$ cat config.mk
export PLATFORM = sky130hd
export DESIGN_NAME = alu_issue_stage
export DESIGN_NICKNAME = d
export VERILOG_FILES = /design/src/rtl/alu_issue_stage.sv
export SDC_FILE = /design/constraint.sdc
export NUM_CORES = 1
export LEC_CHECK = 0
export BUFFER_PORTS_ARGS = -buffer_cell sky130_fd_sc_hd__buf_2
export CAP_MARGIN = 30
export CORE_MARGIN = 2
export CORE_UTILIZATION = 50
export DETAILED_ROUTE_END_ITERATION = 6
export GPL_TIMING_DRIVEN = 0
export HOLD_SLACK_MARGIN = 0.03
export PLACE_DENSITY = 0.7
export SLEW_MARGIN = 10
export SYNTH_ARGS = -nofsm -noshare
export SYNTH_HDL_FRONTEND = slang
export SYNTH_SLANG_ARGS = --single-unit
export TNS_END_PERCENT = 30
$ cat constraint.sdc
create_clock -name clk -period 1.8 [get_ports clk]
set_clock_uncertainty 0.2 [all_clocks]
set_input_delay 0.18 -clock clk [delete_from_list [all_inputs] [get_ports clk]]
set_output_delay 0.18 -clock clk [all_outputs]
set_load 0.03 [all_outputs]
$ cat src/rtl/alu_issue_stage.sv
`default_nettype none
// ============================================================================
//  Module      : alu_issue_stage
//  Description : Execute-issue stage for the RV32E ALU. Accepts one decoded
//                instruction at a time, reads operands from a 16-entry
//                register file (x0 reads as zero), drives registered operands
//                to a combinational ALU, captures the result, presents it
//                downstream and writes it back on the result handshake.
//  Revision    : 1.0  initial release
// ============================================================================
module alu_issue_stage #(
   parameter int XLEN      = 32,
   parameter int REG_COUNT = 16
) (
   input  logic              clk,
   input  logic              rst_n,
   // decoded instruction input
   input  logic              in_valid,
   output logic              in_ready,
   input  logic              in_is_imm,
   input  logic [3:0]        in_rd,
   input  logic [3:0]        in_rs1,
   input  logic [3:0]        in_rs2,
   input  logic [XLEN-1:0]   in_imm,
   input  logic [2:0]        in_func3,
   input  logic              in_f7_bit,
   // ALU interface
   output logic [XLEN-1:0]   alu_value1,
   output logic [XLEN-1:0]   alu_value2,
   output logic [2:0]        alu_func_type,
   output logic              alu_f7_bit,
   input  logic [XLEN-1:0]   alu_result,
   // result output
   output logic              res_valid,
   input  logic              res_ready,
   output logic [3:0]        res_rd,
   output logic [XLEN-1:0]   res_data,
   // debug read port
   input  logic [3:0]        dbg_addr,
   output logic [XLEN-1:0]   dbg_data
);

   typedef enum logic [1:0] {
      IDLE   = 2'd0,
      EXEC   = 2'd1,
      RESULT = 2'd2
   } state_t;

   localparam logic [2:0] C_FUNC3_ADD = 3'b000;

   state_t            state_q, state_d;
   logic [XLEN-1:0]   regs_q [REG_COUNT];
   logic [XLEN-1:0]   regs_d [REG_COUNT];
   logic [XLEN-1:0]   value1_q, value1_d;
   logic [XLEN-1:0]   value2_q, value2_d;
   logic [2:0]        func_q, func_d;
   logic              f7_q, f7_d;
   logic [3:0]        rd_q, rd_d;
   logic [XLEN-1:0]   data_q, data_d;

   logic [XLEN-1:0]   w_rs1_val;
   logic [XLEN-1:0]   w_rs2_val;

   // Register-file read ports; x0 always reads as zero regardless of storage
   always_comb begin
      w_rs1_val = (in_rs1 == 4'd0) ? '0 : regs_q[in_rs1];
      w_rs2_val = (in_rs2 == 4'd0) ? '0 : regs_q[in_rs2];
      dbg_data  = (dbg_addr == 4'd0) ? '0 : regs_q[dbg_addr];
   end

   // Next-state logic: accept in IDLE, capture ALU result in EXEC, retire in RESULT
   always_comb begin
      state_d  = state_q;
      regs_d   = regs_q;
      value1_d = value1_q;
      value2_d = value2_q;
      func_d   = func_q;
      f7_d     = f7_q;
      rd_d     = rd_q;
      data_d   = data_q;
      case (state_q)
         IDLE: begin
            if (in_valid) begin
               state_d  = EXEC;
               value1_d = w_rs1_val;
               value2_d = in_is_imm ? in_imm : w_rs2_val;
               func_d   = in_func3;
               // ADDI has no subtract form, so the f7 select is meaningless there
               f7_d     = in_f7_bit & ~(in_is_imm & (in_func3 == C_FUNC3_ADD));
               rd_d     = in_rd;
            end
         end
         EXEC: begin
            data_d  = alu_result;
            state_d = RESULT;
         end
         RESULT: begin
            if (res_ready) begin
               if (rd_q != 4'd0) begin
                  regs_d[rd_q] = data_q;
               end
               state_d = IDLE;
            end
         end
         default: state_d = IDLE;
      endcase
   end

   // State, operand, result and register-file flops with asynchronous clear
   always_ff @(posedge clk or negedge rst_n) begin
      if (!rst_n) begin
         state_q  <= IDLE;
         value1_q <= '0;
         value2_q <= '0;
         func_q   <= '0;
         f7_q     <= 1'b0;
         rd_q     <= '0;
         data_q   <= '0;
         for (int i = 0; i < REG_COUNT; i++) begin
            regs_q[i] <= '0;
         end
      end else begin
         state_q  <= state_d;
         value1_q <= value1_d;
         value2_q <= value2_d;
         func_q   <= func_d;
         f7_q     <= f7_d;
         rd_q     <= rd_d;
         data_q   <= data_d;
         for (int i = 0; i < REG_COUNT; i++) begin
            regs_q[i] <= regs_d[i];
         end
      end
   end

   // Output mapping from registered state
   always_comb begin
      in_ready      = (state_q == IDLE);
      res_valid     = (state_q == RESULT);
      alu_value1    = value1_q;
      alu_value2    = value2_q;
      alu_func_type = func_q;
      alu_f7_bit    = f7_q;
      res_rd        = rd_q;
      res_data      = data_q;
   end

endmodule
`default_nettype wire

## Word level (Yosys, flattened, before mapping)

Index checks and enable logic that the tools add are counted.

- Input port bits: 89
- Output and inout bits: 138
- Flip-flop bits (word level): 618
- Logic and storage cells: 68

- Bitwise logic cells: 7
- Mux-type cells: 19
- Equality and inequality tests: 4
- Magnitude comparators: 5
- Reductions and logical operators: 10

Operators with widths:

| kind | number |
|---|---|
| $bwmux W512 | 1 |
| $bmux W32 S4 | 3 |
| $mux W32 | 11 |
| $demux W32 S4 | 1 |
| $ge A5 B5 Y1 const B | 4 |
| $not A4 Y5 | 4 |
| $logic_not A4 Y1 | 3 |
| $pmux W2 S3 | 1 |
| $lt A5 B1 Y1 const B | 1 |
| $mux W2 | 2 |
| $reduce_and A2 Y1 | 2 |
| $reduce_bool A4 Y1 | 1 |
| $logic_not A3 Y1 | 1 |
| $reduce_and A3 Y1 | 1 |
| $and A1 B1 Y1 | 2 |
| $eq A2 B1 Y1 const B | 1 |
| $eq A2 B2 Y1 const B | 1 |
| $logic_not A2 Y1 | 1 |
| $ne A2 B1 Y1 const B | 1 |
| $ne A2 B2 Y1 const B | 1 |
| $logic_and A1 B1 Y1 | 1 |
| $not A1 Y1 | 1 |

## Longest topological paths before layout

- Depth in word-level cells: 6
- Depth in mapped cells: 8
- Depth with buffers taken out: 5

## Worst setup path after synthesis

No wires, ideal clock.

- Path type: input to output
- Start point: input dbg_addr[0]
- End point: output dbg_data[10]
- Path buffers: 4
- Stages on the path: 7
- Arrival: 1.683 ns
- Required time: 1.420 ns
- Slack: -0.263 ns
- Path through: buf_4 -> buf_4 -> buf_4 -> buf_2 -> a221o_1 -> a21oi_1 -> a21oi_1

- Longest elaborated chain between the ends: 5
- Elaborated cells on any way between the ends: 6
- Classes of those cells: mux (4); bitwise (1); reduce/logical (1)

Ends and longest elaborated chain:

| item | RTL line | source |
|---|---|---|
| start, declared | 39 | `input logic [3:0] dbg_addr,` |
| $not A4 Y5 (implied by the code) | 68 | `dbg_data = (dbg_addr == 4'd0) ? '0 : regs_q[dbg_addr];` |
| $bmux W32 S4 | 68 |  |
| $mux W32 (implied by the code) (2 in series) | 68 |  |
| $mux W32 * | 68 |  |
| end, declared | 40 | `output logic [XLEN-1:0] dbg_data` |

Every way passes the cells marked *; elsewhere a longest branch is shown, timed or not. The select of a mux whose other input is x is not followed.

## Worst setup path in the final report

- Start point: register regs_q[224] (netlist name)
- End point: output dbg_data[0]

- Longest elaborated chain between the ends: 4

Ends and longest elaborated chain:

| item | RTL line | source |
|---|---|---|
| start, declared | 52 | `logic [XLEN-1:0] regs_q [REG_COUNT];` |
| start signal, assigned by index | 131 | `regs_q[i] <= regs_d[i];` |
| $bmux W32 S4 | 68 |  |
| $mux W32 (implied by the code) (2 in series) | 68 |  |
| $mux W32 | 68 |  |

Every way passes these cells. The select of a mux whose other input is x is not followed.

==> summary.md <==
| Metric | Value |
|---|---|
| Vias in the first global route | 28156 |
| DRC violations left | 1 |
| Number of fillers in the final layout | 4855 |
| Max-cap violations | 0 |
| Crit start category | flip-flop |
| EDFF count, synth | 0 |
| Cell taking the most area after synthesis | dfrtp_1 |
| Max H-tree Level | 3 |
| Num CTS Buffers | 70 |
| Max-slew headroom at the worst pin | 28.5% |
| Critical Path Slowest Stage Cell | mux4_2 |
| Iter 0 DRT Violations | 4083 |
| Failing checks | DRC, hold timing, setup timing |
| WHS | -0.717 ns |
| FMAX | 370 MHz |
| Cts hold-fix bufs | 77 |
| Final Hold Vio Count | 185 |
| Min cycle time layout | 2.71 ns |
| Reg-to-reg endpoint | regs_q[124] |
| Gpl congestion | 0.979 |
| Seq/Total Area, Yosys | 44.4% |
| Leakage | 0.0206 µW |
| 1st-pass router iterations | 7 |
| Met2 Track Usage GR | 57.8% |
| Number of I/O port buffers | 218 |
| Total area of sequential cells | 15500 µm² |
| Net count after synthesis | 2571 |
| Largest net degree at the start of global routing | 112 |
| Global-route wire length before repair | 195000 µm |
| Initial Util | 50.7% |
| Initial antenna violation count | 2 |
| Worst Setup Slack, final | -0.906 ns |
| Post-Place Setup Slack | -1.28 ns |
| Critical Path AT | 2.33 ns |
| Critical Path RT | 1.42 ns |
| Critical path launch point | regs_q[224] |
| Core ar. | 68700 µm² |
| Worst-margin pin slew | 1.07 ns |
| Worst-path fanout max | 4 |
| Total Wirelength | 141000 µm |
| Worst VDD drop | 1.37 mV |
| Die Y | 268 µm |
| R2r setup slk | -0.57 ns |
| CTS root buf | clkbuf_16 |
| Crit path to | dbg_data[0] |
| Gr usage total | 38.0% |
| Worst setup path class | flip-flop to output port |
| Mapped Cells | 2482 |
| Final ANT Viol Nets | 0 |
| Met1 usage | 49.5% |
| Worst Hold Class | primary input to asynchronous set/reset pin |
| Dpl hpwl | 88500 µm |
| Yosys top cell area share | 44.4% |
| Area of the multi-input gates | 19400 µm² |
| Synth Flop Type | dfrtp_1 |
| GR peak layer | met2 |
| Via-per-instance ratio | 6.97 |
| FF+latch count, synth | 618 |
| Count leader, synth | dfrtp_1 |
| GRT overflow | 0 |
| Clock transition at the registers of the reported paths | 0.08 ns |
| Fin nets | 3175 |
| Pwr per Cell Area | 1510 nW/µm² |
| Critical R2R Launch | state_q[0] |
| CTS tree | built |
| Grt met3 use | 10.5% |
| Die width | 268 µm |
| Ranking of synthesized cells by area | dfrtp_1 (44%), mux2_2 (19%), mux4_2 (16%) |
| DR WL/cell | 34.6 µm |
| Layout cell share with drive strength beyond 1 | 56.4% |
| CP endpoint kind | output port |
| Ys Warns | 0 |
| CP peak stage delay | 0.53 ns |
| Vias after detailed routing | 28356 |
| Fin crit share | 150% |
| Outcome | finished, violations left |
| Max Slew Vio Count | 0 |
| TritonCTS Sinks | 618 |
| Core Rows | 96 |
| Most instantiated cells after synthesis | dfrtp_1 (618), mux2_2 (577), mux4_2 (255), mux2i_1 (225), clkbuf_1 (157) |
| Area added between synthesis and finish | 30.5% |
| IO Pins | 227 |
| Synth unique cells | 38 |
| Diodes inserted | 0 |
| Max clock buf depth | 3 |
| Worst skew pair latency | 0.65 ns |
| Mapped cell area | 34800 µm² |
| Final setup vio count | 612 |
| Async SR Flop Fraction | 100% |
| Syn_area_per_cell | 14.0 µm² |
| Die ar. | 71700 µm² |
| Cell count of the worst reg-to-reg path | 8 |
| Crit-path cells | mux4_2 -> mux2i_4 -> a21oi_4 -> buf_6 |
| Unrepaired setup endpoints after global routing | true |
==> sequential cells by signal, indices dropped and copies added, names as in the netlist <==
signal,flops
alu_value1,32
res_data,32
state_q,2
res_rd,4
regs_q,512
alu_func_type,3
alu_f7_bit,1
alu_value2,32
==> power by group <==
group	switching (µW)	leakage (µW)	total, µW	internal, µW
sequential	6040	0.00822	25400	19300
combinational	13500	0.0112	28400	14900
clock	6180	0.00115	14800	8630
==> kinds of logic after synthesis <==
kind of cell	Yosys count	synth area share, %
AO/OA/AOI/OAI	323	7.26
flip-flops	618	44.4
AND/OR/NAND/NOR	194	2.87
buffers and inverters	290	3.80
multiplexers	1057	41.6
==> metrics by stage <==
| step | power, µW | instance area [µm²] | util (%) | TNS, ns | instances |
|---|---|---|---|---|---|
| 2_1_floorplan | 39900 | 35100 | - | -43.70 | 2482 |
| 3_3_place_gp | 46600 | 37400 | 54.4 | -7899.39 | 3631 |
| 3_5_place_dp | 47800 | 37800 | 55.1 | -367.68 | 3656 |
| 4_1_cts | 65500 | 43500 | 63.4 | -224.37 | 3979 |
| 5_1_grt | 71000 | 45400 | 66.1 | -239.47 | 4068 |
| 6_report | 68600 | 45400 | 66.1 | -226.00 | 4068 |
==> routing by layer <==
layer  vias to the layer above  share of wire (%)
met5                         -             0.0092
met1                     14619                 36
met3                       618                 12
li1                      10844                  -
met4                         2                6.9
met2                      2273                 45
==> critical path, delay by kind of cell (launching register included) <==
| family | cells | cell delay, ns |
|---|---|---|
| buffers and inverters | 1 | 0.17 |
| flip-flops | 1 | 0.44 |
| multiplexers | 2 | 0.89 |
| AO/OA/AOI/OAI | 1 | 0.16 |
==> how the worst min path moves through the flow <==
stage / from / endpoint / slack [ns] / cells past startpoint
after floorplan: rst_n / alu_f7_bit / -0.32 / 0
after global placement: in_rd[1] / res_rd[1] / 0.19 / 3
after detailed placement: rst_n / res_data[29] / -0.05 / 1
after CTS: rst_n / res_data[29] / -0.70 / 1
after global routing: rst_n / res_data[29] / -0.68 / 1
final: rst_n / res_data[29] / -0.72 / 1
==> repair_timing <==
action                     in CTS  in global routing
gates resized for setup       361                251
pin swaps                      38                 32
setup endpoints to repair     632                642
buffers inserted              111                 78
gates cloned                   14                  9
hold endpoints to repair      287                185
==> layout by cell type, fill, tap and decap left out, types with 13 or more instances in the layout <==
cell           instances
buf_2                229
a22oi_1               64
mux2i_4               13
mux2_4                71
o221ai_2              28
buf_6                 77
buf_12                57
dlygate4sd3_1         77
buf_16                18
clkbuf_2              27
mux4_2               255
nand2_1               22
nor2_1                33
nand2b_4              31
buf_4                179
a21oi_2               57
mux2_2               506
clkbuf_16             89
clkbuf_1             121
buf_8                 14
o21ai_0               28
mux2i_1              203
clkbuf_8              21
a221o_1               64
nand3_1               23
nand2b_1              33
dfrtp_1              614
a32oi_1               29
a21oi_1               31
==> cell type report <==
type                       count  area share [%]
inverter                       4          0.0689
sequential                   618            34.1
multi-input combinational   1574            42.7
timing repair buffer         534            10.5
buffer                       284            4.96
clock buffer                 103            4.69
clock inverter                20           0.438
tap                          931            2.57
Note: power is estimated with default switching activity, not from simulation.
